File: config.mk
export PLATFORM = sky130hd
export DESIGN_NAME = cle_pin_deser_flat
export DESIGN_NICKNAME = d
export VERILOG_FILES = /design/src/rtl/cle_pin_pkg.sv /design/src/rtl/cle_pin_deser_if.sv /design/src/rtl/cle_ser_shift.sv /design/src/rtl/cle_pin_deser.sv /design/src/flat_wrapper.sv
export SDC_FILE = /design/constraint.sdc
export NUM_CORES = 1
export LEC_CHECK = 0
export BUFFER_PORTS_ARGS = -buffer_cell sky130_fd_sc_hd__buf_2
export CORE_ASPECT_RATIO = 1.5
export CORE_MARGIN = 2
export CORE_UTILIZATION = 38
export DETAILED_ROUTE_END_ITERATION = 10
export MAX_ROUTING_LAYER = met4
export PLACE_DENSITY_LB_ADDON = 0.2
export RECOVER_POWER = 25
export REMOVE_ABC_BUFFERS = 1
export SLEW_MARGIN = 20
export SYNTH_ARGS = -nofsm -noshare
export SYNTH_HDL_FRONTEND = slang
export SYNTH_SLANG_ARGS = --single-unit
File: constraint.sdc
create_clock -name clk -period 2.2 [get_ports clk]
set_input_delay 0.22 -clock clk [delete_from_list [all_inputs] [get_ports clk]]
set_output_delay 0.22 -clock clk [all_outputs]
set_load 0.01 [all_outputs]
File: src/rtl/cle_pin_pkg.sv
// Shared definitions for the CLE reduced-pin deserialiser.
//   - dtype encodings driven by the CLE core on its 2-bit field-select pins
//   - default field widths for the ROM address, SRAM address and SRAM data
//   - receiver FSM state encoding
//   - max3(): sizes the shared shift register for the widest field
package cle_pin_pkg;

    localparam int unsigned RA_W_DEF = 7;
    localparam int unsigned SA_W_DEF = 10;
    localparam int unsigned SD_W_DEF = 8;

    localparam logic [1:0] DT_IDLE = 2'd0;
    localparam logic [1:0] DT_RA   = 2'd1;
    localparam logic [1:0] DT_SA   = 2'd2;
    localparam logic [1:0] DT_SD   = 2'd3;

    // State values line up with the dtype that selects them.
    typedef enum logic [1:0] {
        StIdle = 2'd0,
        StRxRa = 2'd1,
        StRxSa = 2'd2,
        StRxSd = 2'd3
    } deser_state_e;

    function automatic int unsigned max3(input int unsigned a, input int unsigned b,
                                         input int unsigned c);
        int unsigned m;
        m = (a > b) ? a : b;
        return (m > c) ? m : c;
    endfunction

endpackage

File: src/rtl/cle_pin_deser_if.sv
// Pin-side and macro-side signal bundle of the CLE deserialiser.
//   dtype      : field select (0 idle, 1 ROM addr, 2 SRAM addr, 3 SRAM data)
//   rom_a_s    : serial ROM address bit, MSB first
//   sram_a_s   : serial SRAM address bit, MSB first
//   sram_d_s   : serial SRAM write-data bit, MSB first
//   rom_a      : committed ROM address          rom_a_vld  : 1-cycle update pulse
//   sram_a     : committed SRAM address         sram_a_vld : 1-cycle update pulse
//   sram_d     : committed SRAM write data      sram_d_vld : 1-cycle update pulse
//   abort      : 1-cycle pulse, partial frame discarded
// Modports: master = CLE core / bench side, slave = deserialiser.
interface cle_pin_deser_if
    import cle_pin_pkg::*;
#(
    parameter int unsigned RA_W = RA_W_DEF,
    parameter int unsigned SA_W = SA_W_DEF,
    parameter int unsigned SD_W = SD_W_DEF
);
    logic [1:0]      dtype;
    logic            rom_a_s;
    logic            sram_a_s;
    logic            sram_d_s;
    logic [RA_W-1:0] rom_a;
    logic [SA_W-1:0] sram_a;
    logic [SD_W-1:0] sram_d;
    logic            rom_a_vld;
    logic            sram_a_vld;
    logic            sram_d_vld;
    logic            abort;

    modport master (
        output dtype, rom_a_s, sram_a_s, sram_d_s,
        input  rom_a, sram_a, sram_d, rom_a_vld, sram_a_vld, sram_d_vld, abort
    );

    modport slave (
        input  dtype, rom_a_s, sram_a_s, sram_d_s,
        output rom_a, sram_a, sram_d, rom_a_vld, sram_a_vld, sram_d_vld, abort
    );
endinterface

File: src/rtl/cle_ser_shift.sv
// Generic MSB-first serial-to-parallel shifter with bit counter.
//   clk, reset : clock, asynchronous active-low reset
//   frame_len  : length of the frame currently being received
//   active     : a serial bit is present this cycle
//   field_chg  : the field select changed this cycle (ends any frame in progress)
//   bit_in     : serial data bit
//   data       : shift register; the frame sits right-justified when done is high
//   done       : counter has reached frame_len (frame complete)
//   abort      : frame in progress was broken before completion
// A new frame's first bit is loaded in the same cycle as done/abort so that
// back-to-back frames and immediate re-targeting need no idle cycle.
module cle_ser_shift #(
    parameter int unsigned Width = 10,
    parameter int unsigned CntW  = $clog2(Width + 1)
) (
    input  logic             clk,
    input  logic             reset,
    input  logic [CntW-1:0]  frame_len,
    input  logic             active,
    input  logic             field_chg,
    input  logic             bit_in,
    output logic [Width-1:0] data,
    output logic             done,
    output logic             abort
);
    logic [CntW-1:0]  cnt_q, cnt_d;
    logic [Width-1:0] shift_q, shift_d;
    logic             frame_start;

    assign data  = shift_q;
    assign done  = (cnt_q != '0) && (cnt_q == frame_len);
    assign abort = field_chg && (cnt_q != '0) && !done;

    always_comb begin
        frame_start = done || field_chg || (cnt_q == '0);
        cnt_d       = cnt_q;
        shift_d     = shift_q;
        if (active) begin
            if (frame_start) begin
                shift_d = {{(Width - 1){1'b0}}, bit_in};
                cnt_d   = CntW'(1);
            end else begin
                shift_d = {shift_q[Width-2:0], bit_in};
                cnt_d   = cnt_q + CntW'(1);
            end
        end else begin
            cnt_d = '0;
        end
    end

    always_ff @(posedge clk or negedge reset) begin
        if (!reset) begin
            cnt_q   <= '0;
            shift_q <= '0;
        end else begin
            cnt_q   <= cnt_d;
            shift_q <= shift_d;
        end
    end

endmodule

File: src/rtl/cle_pin_deser.sv
// Memory-side receiver for the CLE reduced-pin interface. Rebuilds the ROM
// address, SRAM address and SRAM write data from their 1-bit pins, holds each
// committed value stable and pulses a per-field valid (or abort for a broken
// frame).
//   clk    : system clock
//   reset  : asynchronous active-low reset
//   bus    : cle_pin_deser_if.slave (serial pins in, committed fields out)
//   abort_cnt [7:0] : saturating count of aborts, present only when
//                     CLE_DESER_ABORT_CNT_EN is defined
module cle_pin_deser
    import cle_pin_pkg::*;
#(
    parameter int unsigned RA_W = RA_W_DEF,
    parameter int unsigned SA_W = SA_W_DEF,
    parameter int unsigned SD_W = SD_W_DEF
) (
    input  logic                 clk,
    input  logic                 reset,
    cle_pin_deser_if.slave       bus
`ifdef CLE_DESER_ABORT_CNT_EN
    ,
    output logic [7:0]           abort_cnt
`endif
);
    localparam int unsigned MaxW = max3(RA_W, SA_W, SD_W);
    localparam int unsigned CntW = $clog2(MaxW + 1);

    deser_state_e    state_q, state_d;
    logic [CntW-1:0] frame_len;
    logic            ser_bit;
    logic            active;
    logic            field_chg;
    logic [MaxW-1:0] ser_data;
    logic            ser_done;
    logic            ser_abort;

    logic [RA_W-1:0] rom_a_q;
    logic [SA_W-1:0] sram_a_q;
    logic [SD_W-1:0] sram_d_q;
    logic            rom_a_vld_q, sram_a_vld_q, sram_d_vld_q, abort_q;

    // Next state depends only on dtype: any field can be entered from any state.
    always_comb begin
        state_d = StIdle;
        case (bus.dtype)
            DT_RA:   state_d = StRxRa;
            DT_SA:   state_d = StRxSa;
            DT_SD:   state_d = StRxSd;
            default: state_d = StIdle;
        endcase
    end

    always_ff @(posedge clk or negedge reset) begin
        if (!reset) begin
            state_q <= StIdle;
        end else begin
            state_q <= state_d;
        end
    end

    // Frame length follows the field in progress, not the incoming dtype, so
    // a completion coinciding with a dtype change is still seen.
    always_comb begin
        frame_len = CntW'(MaxW);
        case (state_q)
            StRxRa:  frame_len = CntW'(RA_W);
            StRxSa:  frame_len = CntW'(SA_W);
            StRxSd:  frame_len = CntW'(SD_W);
            default: frame_len = CntW'(MaxW);
        endcase
    end

    always_comb begin
        ser_bit = 1'b0;
        case (bus.dtype)
            DT_RA:   ser_bit = bus.rom_a_s;
            DT_SA:   ser_bit = bus.sram_a_s;
            DT_SD:   ser_bit = bus.sram_d_s;
            default: ser_bit = 1'b0;
        endcase
    end

    assign active    = (state_d != StIdle);
    assign field_chg = (state_d != state_q);

    cle_ser_shift #(
        .Width (MaxW),
        .CntW  (CntW)
    ) u_shift (
        .clk       (clk),
        .reset     (reset),
        .frame_len (frame_len),
        .active    (active),
        .field_chg (field_chg),
        .bit_in    (ser_bit),
        .data      (ser_data),
        .done      (ser_done),
        .abort     (ser_abort)
    );

    // Steer a completed frame into the field it belongs to.
    always_ff @(posedge clk or negedge reset) begin
        if (!reset) begin
            rom_a_q      <= '0;
            sram_a_q     <= '0;
            sram_d_q     <= '0;
            rom_a_vld_q  <= 1'b0;
            sram_a_vld_q <= 1'b0;
            sram_d_vld_q <= 1'b0;
            abort_q      <= 1'b0;
        end else begin
            rom_a_vld_q  <= 1'b0;
            sram_a_vld_q <= 1'b0;
            sram_d_vld_q <= 1'b0;
            abort_q      <= ser_abort;
            if (ser_done) begin
                case (state_q)
                    StRxRa: begin
                        rom_a_q     <= ser_data[RA_W-1:0];
                        rom_a_vld_q <= 1'b1;
                    end
                    StRxSa: begin
                        sram_a_q     <= ser_data[SA_W-1:0];
                        sram_a_vld_q <= 1'b1;
                    end
                    StRxSd: begin
                        sram_d_q     <= ser_data[SD_W-1:0];
                        sram_d_vld_q <= 1'b1;
                    end
                    default: ;
                endcase
            end
        end
    end

    assign bus.rom_a      = rom_a_q;
    assign bus.sram_a     = sram_a_q;
    assign bus.sram_d     = sram_d_q;
    assign bus.rom_a_vld  = rom_a_vld_q;
    assign bus.sram_a_vld = sram_a_vld_q;
    assign bus.sram_d_vld = sram_d_vld_q;
    assign bus.abort      = abort_q;

`ifdef CLE_DESER_ABORT_CNT_EN
    logic [7:0] abort_cnt_q;

    // Counts alongside the abort pulse register, saturating at 255.
    always_ff @(posedge clk or negedge reset) begin
        if (!reset) begin
            abort_cnt_q <= '0;
        end else if (ser_abort && (abort_cnt_q != 8'hFF)) begin
            abort_cnt_q <= abort_cnt_q + 8'd1;
        end
    end

    assign abort_cnt = abort_cnt_q;
`endif

endmodule

File: src/flat_wrapper.sv
// flat-port wrapper written by rule: the top's interface ports become plain ports
module cle_pin_deser_flat import cle_pin_pkg::*;
#(
    parameter int unsigned RA_W = RA_W_DEF,
    parameter int unsigned SA_W = SA_W_DEF,
    parameter int unsigned SD_W = SD_W_DEF
)
  (clk, reset, bus_dtype, bus_rom_a_s, bus_sram_a_s, bus_sram_d_s, bus_rom_a, bus_sram_a, bus_sram_d, bus_rom_a_vld, bus_sram_a_vld, bus_sram_d_vld, bus_abort);
  cle_pin_deser_if #(.RA_W(RA_W), .SA_W(SA_W), .SD_W(SD_W)) bus_i ();
  input  logic clk;
  input  logic reset;
  input wire logic [$bits(bus_i.dtype)-1:0] bus_dtype;
  input wire logic [$bits(bus_i.rom_a_s)-1:0] bus_rom_a_s;
  input wire logic [$bits(bus_i.sram_a_s)-1:0] bus_sram_a_s;
  input wire logic [$bits(bus_i.sram_d_s)-1:0] bus_sram_d_s;
  output wire logic [$bits(bus_i.rom_a)-1:0] bus_rom_a;
  output wire logic [$bits(bus_i.sram_a)-1:0] bus_sram_a;
  output wire logic [$bits(bus_i.sram_d)-1:0] bus_sram_d;
  output wire logic [$bits(bus_i.rom_a_vld)-1:0] bus_rom_a_vld;
  output wire logic [$bits(bus_i.sram_a_vld)-1:0] bus_sram_a_vld;
  output wire logic [$bits(bus_i.sram_d_vld)-1:0] bus_sram_d_vld;
  output wire logic [$bits(bus_i.abort)-1:0] bus_abort;
  assign bus_i.dtype = bus_dtype;
  assign bus_i.rom_a_s = bus_rom_a_s;
  assign bus_i.sram_a_s = bus_sram_a_s;
  assign bus_i.sram_d_s = bus_sram_d_s;
  assign bus_rom_a = bus_i.rom_a;
  assign bus_sram_a = bus_i.sram_a;
  assign bus_sram_d = bus_i.sram_d;
  assign bus_rom_a_vld = bus_i.rom_a_vld;
  assign bus_sram_a_vld = bus_i.sram_a_vld;
  assign bus_sram_d_vld = bus_i.sram_d_vld;
  assign bus_abort = bus_i.abort;
  cle_pin_deser #(.RA_W(RA_W), .SA_W(SA_W), .SD_W(SD_W)) u_core (.clk(clk), .reset(reset), .bus(bus_i));
endmodule
==> impl_metrics.yaml <==
pwr:
  irDropWorstVdd_v: 0.0003918
  seq_power_share: 0.511
  power_frac_clock: 0.446
  power_density_nw_per_um2: 779.3
  p_int_uw: 1324
  p_sw_uw: 345.8
  power.leakage_uw: 0.001158
  p_total_uw: 1670
  p_sw_frac: 0.2070
  combPwrFrac: 0.044
clocking:
  cts_tree: "yes"
  root_buffer: "clkbuf_8"
  clock_latency_ns: 0.30
  cts_buffers: 5
  cts_setup_buffers: 0
  htree_levels: 2
  clock-sinks: 45
  path_clk_slew_ns: 0.09
  clk_path_buf_depth: 2
timing:
  finalCritPeriodShare: 0.9144
  finalSetupViolCount: 0
  fin_ws_ns: 0.1884
  grt_setup_unrepaired: "no"
  min_period_ns: 2.012
  hold_viol: 0
  max_freq_mhz: 497.1
  tightest_slew_ns: 1.094
  relSlewSlack: 0.2709
  slew_violations: 0
  fin_setup_tns_ns: 0
  skew_ns: 0.007056
cells_and_area:
  final_cell_mix: "45 x dfrtp_1, 29 x buf_2, 21 x nand2_1"
  fin_nets: 182
  drive_gt1_frac: 0.3851
  nFillCells: 415
  final-seq-area_um2: 1126
  multiInputGateArea_um2: 576.8
  final_common_cell: "dfrtp_1"
  areaGrowthSynthToFinish_pct: 20.97
  antenna_cells: 0
routing:
  drtIter0Drc: 46
  final_antenna_net_count: 0
  route.vias.total: 1119
  route.detailed.drc: 0
  wl_um: 3371
  via_per_inst: 5.041
  wl_per_cell_um: 15.18
  first_pass_iters: 4
critical_path:
  worstSetupPathType: "reg2reg"
  crit_fanout: 12
  cp-start-kind: "flip-flop"
  crit_arrival_ns: 2.24
  cp-end-kind: "flip-flop"
  cp_data_required_time_ns: 2.43
synth:
  synthAdderAreaFrac: 0.01412
  synth-simple-area-share: 0.1137
  synthMuxAreaShare: 0.1271
  synth-edff-count: 0
  synth-compound-area-share: 0.05085
  synth_cells: 130
  synth_cell_type_count: 29
  yosys_register_bits: 45
  synth_warnings: 0
  synth_top_family_by_area: "multiplexers"
  syn_area_um2: 1772
  synth_async_sr_flop_share: 1.000
  seq_area_frac_synth: 0.6356
  ys.flop_type: "dfrtp_1"
  synth.avg_cell_area_um2: 13.63
  synthXorXnorAreaFrac: 0.01977
place:
  place_hpwl_um: 2458
  gp_congestion: 0.6829
  place_ws_ns: 0.2318
  port_buffers: 35
die:
  row_count: 30
  fp.coreArea_um2: 4504
  die-area_um2: 5236
  die_h_um: 87.63
  die_x_um: 59.75
  start_util: 0.3933
  pin_count: 36
outcome:
  status: "complete, no violations"
global_route:
  antenna_found_initial: 0
  track_usage: 0.1504
  grt_pass1_vias: 1178
  grt_overflow: 0
  grt_start_max_net_pins: 22
  grt_first_pass_wirelength_um: 5637
flow_run:
  drv_cap: 0
worst_hold_path:
  hold_class: "in2reg"
critical path, stage by stage (launching register included):
cell and delay, ns:
dfrtp_1 0.43, inv_1 0.07, ha_1 0.18, nor3b_1 0.16
nor4b_2 0.86, and2_1 0.24
power by group through the flow:
| stage | clock network (µW) | registers (µW) | logic [µW] |
|---|---|---|---|
| floorplan | 0 | 868 | 33.9 |
| CTS | 766 | 853 | 77.4 |
| global placement | 0 | 869 | 71.7 |
| global route | 798 | 856 | 83.2 |
| finish | 744 | 853 | 73.2 |
| detailed placement | 0 | 869 | 75.6 |
through the flow:
step	cell area [µm²]	std cells	hold slack (ns)	util
2_1_floorplan	1719	123	-0.07559	-
3_3_place_gp	2007	213	0.1951	0.4456
3_5_place_dp	2007	213	0.2011	0.4456
4_1_cts	2155	222	0.07130	0.4783
5_1_grt	2143	222	0.09430	0.4758
6_report	2143	222	0.09872	0.4758
per-layer routing:
| layer | wire (µm) | global-route usage |
|---|---|---|
| met1 | 1413 | 0.1816 |
| met2 | 1773 | 0.2421 |
| met3 | 121 | 0.02659 |
| met4 | 63 | 0.06667 |
| met5 | 0 | - |
cell usage after synthesis (2+ instances only):
cell type  instances  area share
clkbuf_1           3      0.0064
nand2_1           21       0.044
ha_1               2       0.014
nor2_1             3      0.0064
and2_1             3       0.011
inv_1              3      0.0064
xor2_1             3       0.015
dfrtp_1           45        0.64
a22o_1             9       0.044
mux2_2            17        0.11
buf_6              3       0.019
logic make-up after synthesis:
kind of cell	Yosys count
AO/OA/AOI/OAI	11
XOR/XNOR	4
adder cells (fa/ha/maj)	2
buffers and inverters	11
flip-flops	45
multiplexers	19
AND/OR/NAND/NOR	38
cell type report:
cell class	count	share of cell area
tap	48	0.02802
clock buffer	5	0.03211
inverter	4	0.007589
timing repair buffer	43	0.1057
multi-input combinational	74	0.2691
sequential	45	0.5254
clock inverter	3	0.03211
flip-flops by register name, indices dropped and copies added (netlist names), 2 cells and up:
register and count:
u_core.u_shift.cnt_q 4, u_core.bus.sram_a 10, u_core.state_q 2, u_core.bus.rom_a 7, u_core.u_shift.data 10, u_core.bus.sram_d 8
final timing paths:
path	startpoint	endpoint	slack (ns)	depth (start not counted)
worst max-delay path	u_core.u_shift.cnt_q[0]$_DFF_PN0_	u_core.u_shift.cnt_q[3]$_DFF_PN0_	0.19	5
max in group asynchronous	reset	u_core.bus.sram_d[6]$_DFFE_PN0P_	0.49	3
min in group asynchronous	reset	u_core.bus.abort$_DFF_PN0_	0.64	2
worst max register to register	u_core.u_shift.cnt_q[0]$_DFF_PN0_	u_core.u_shift.cnt_q[3]$_DFF_PN0_	0.19	5
worst min register to register	u_core.bus.rom_a[1]$_DFFE_PN0P_	u_core.bus.rom_a[1]$_DFFE_PN0P_	0.48	2
worst min-delay path	bus_dtype[0]	u_core.state_q[0]$_DFF_PN0_	0.1	1
what timing repair did:
action	in CTS	in global routing
endpoints found under the hold margin	19	0
resized for setup	0	0
hold buffers	1	0
(Power assumes the default switching activity.)
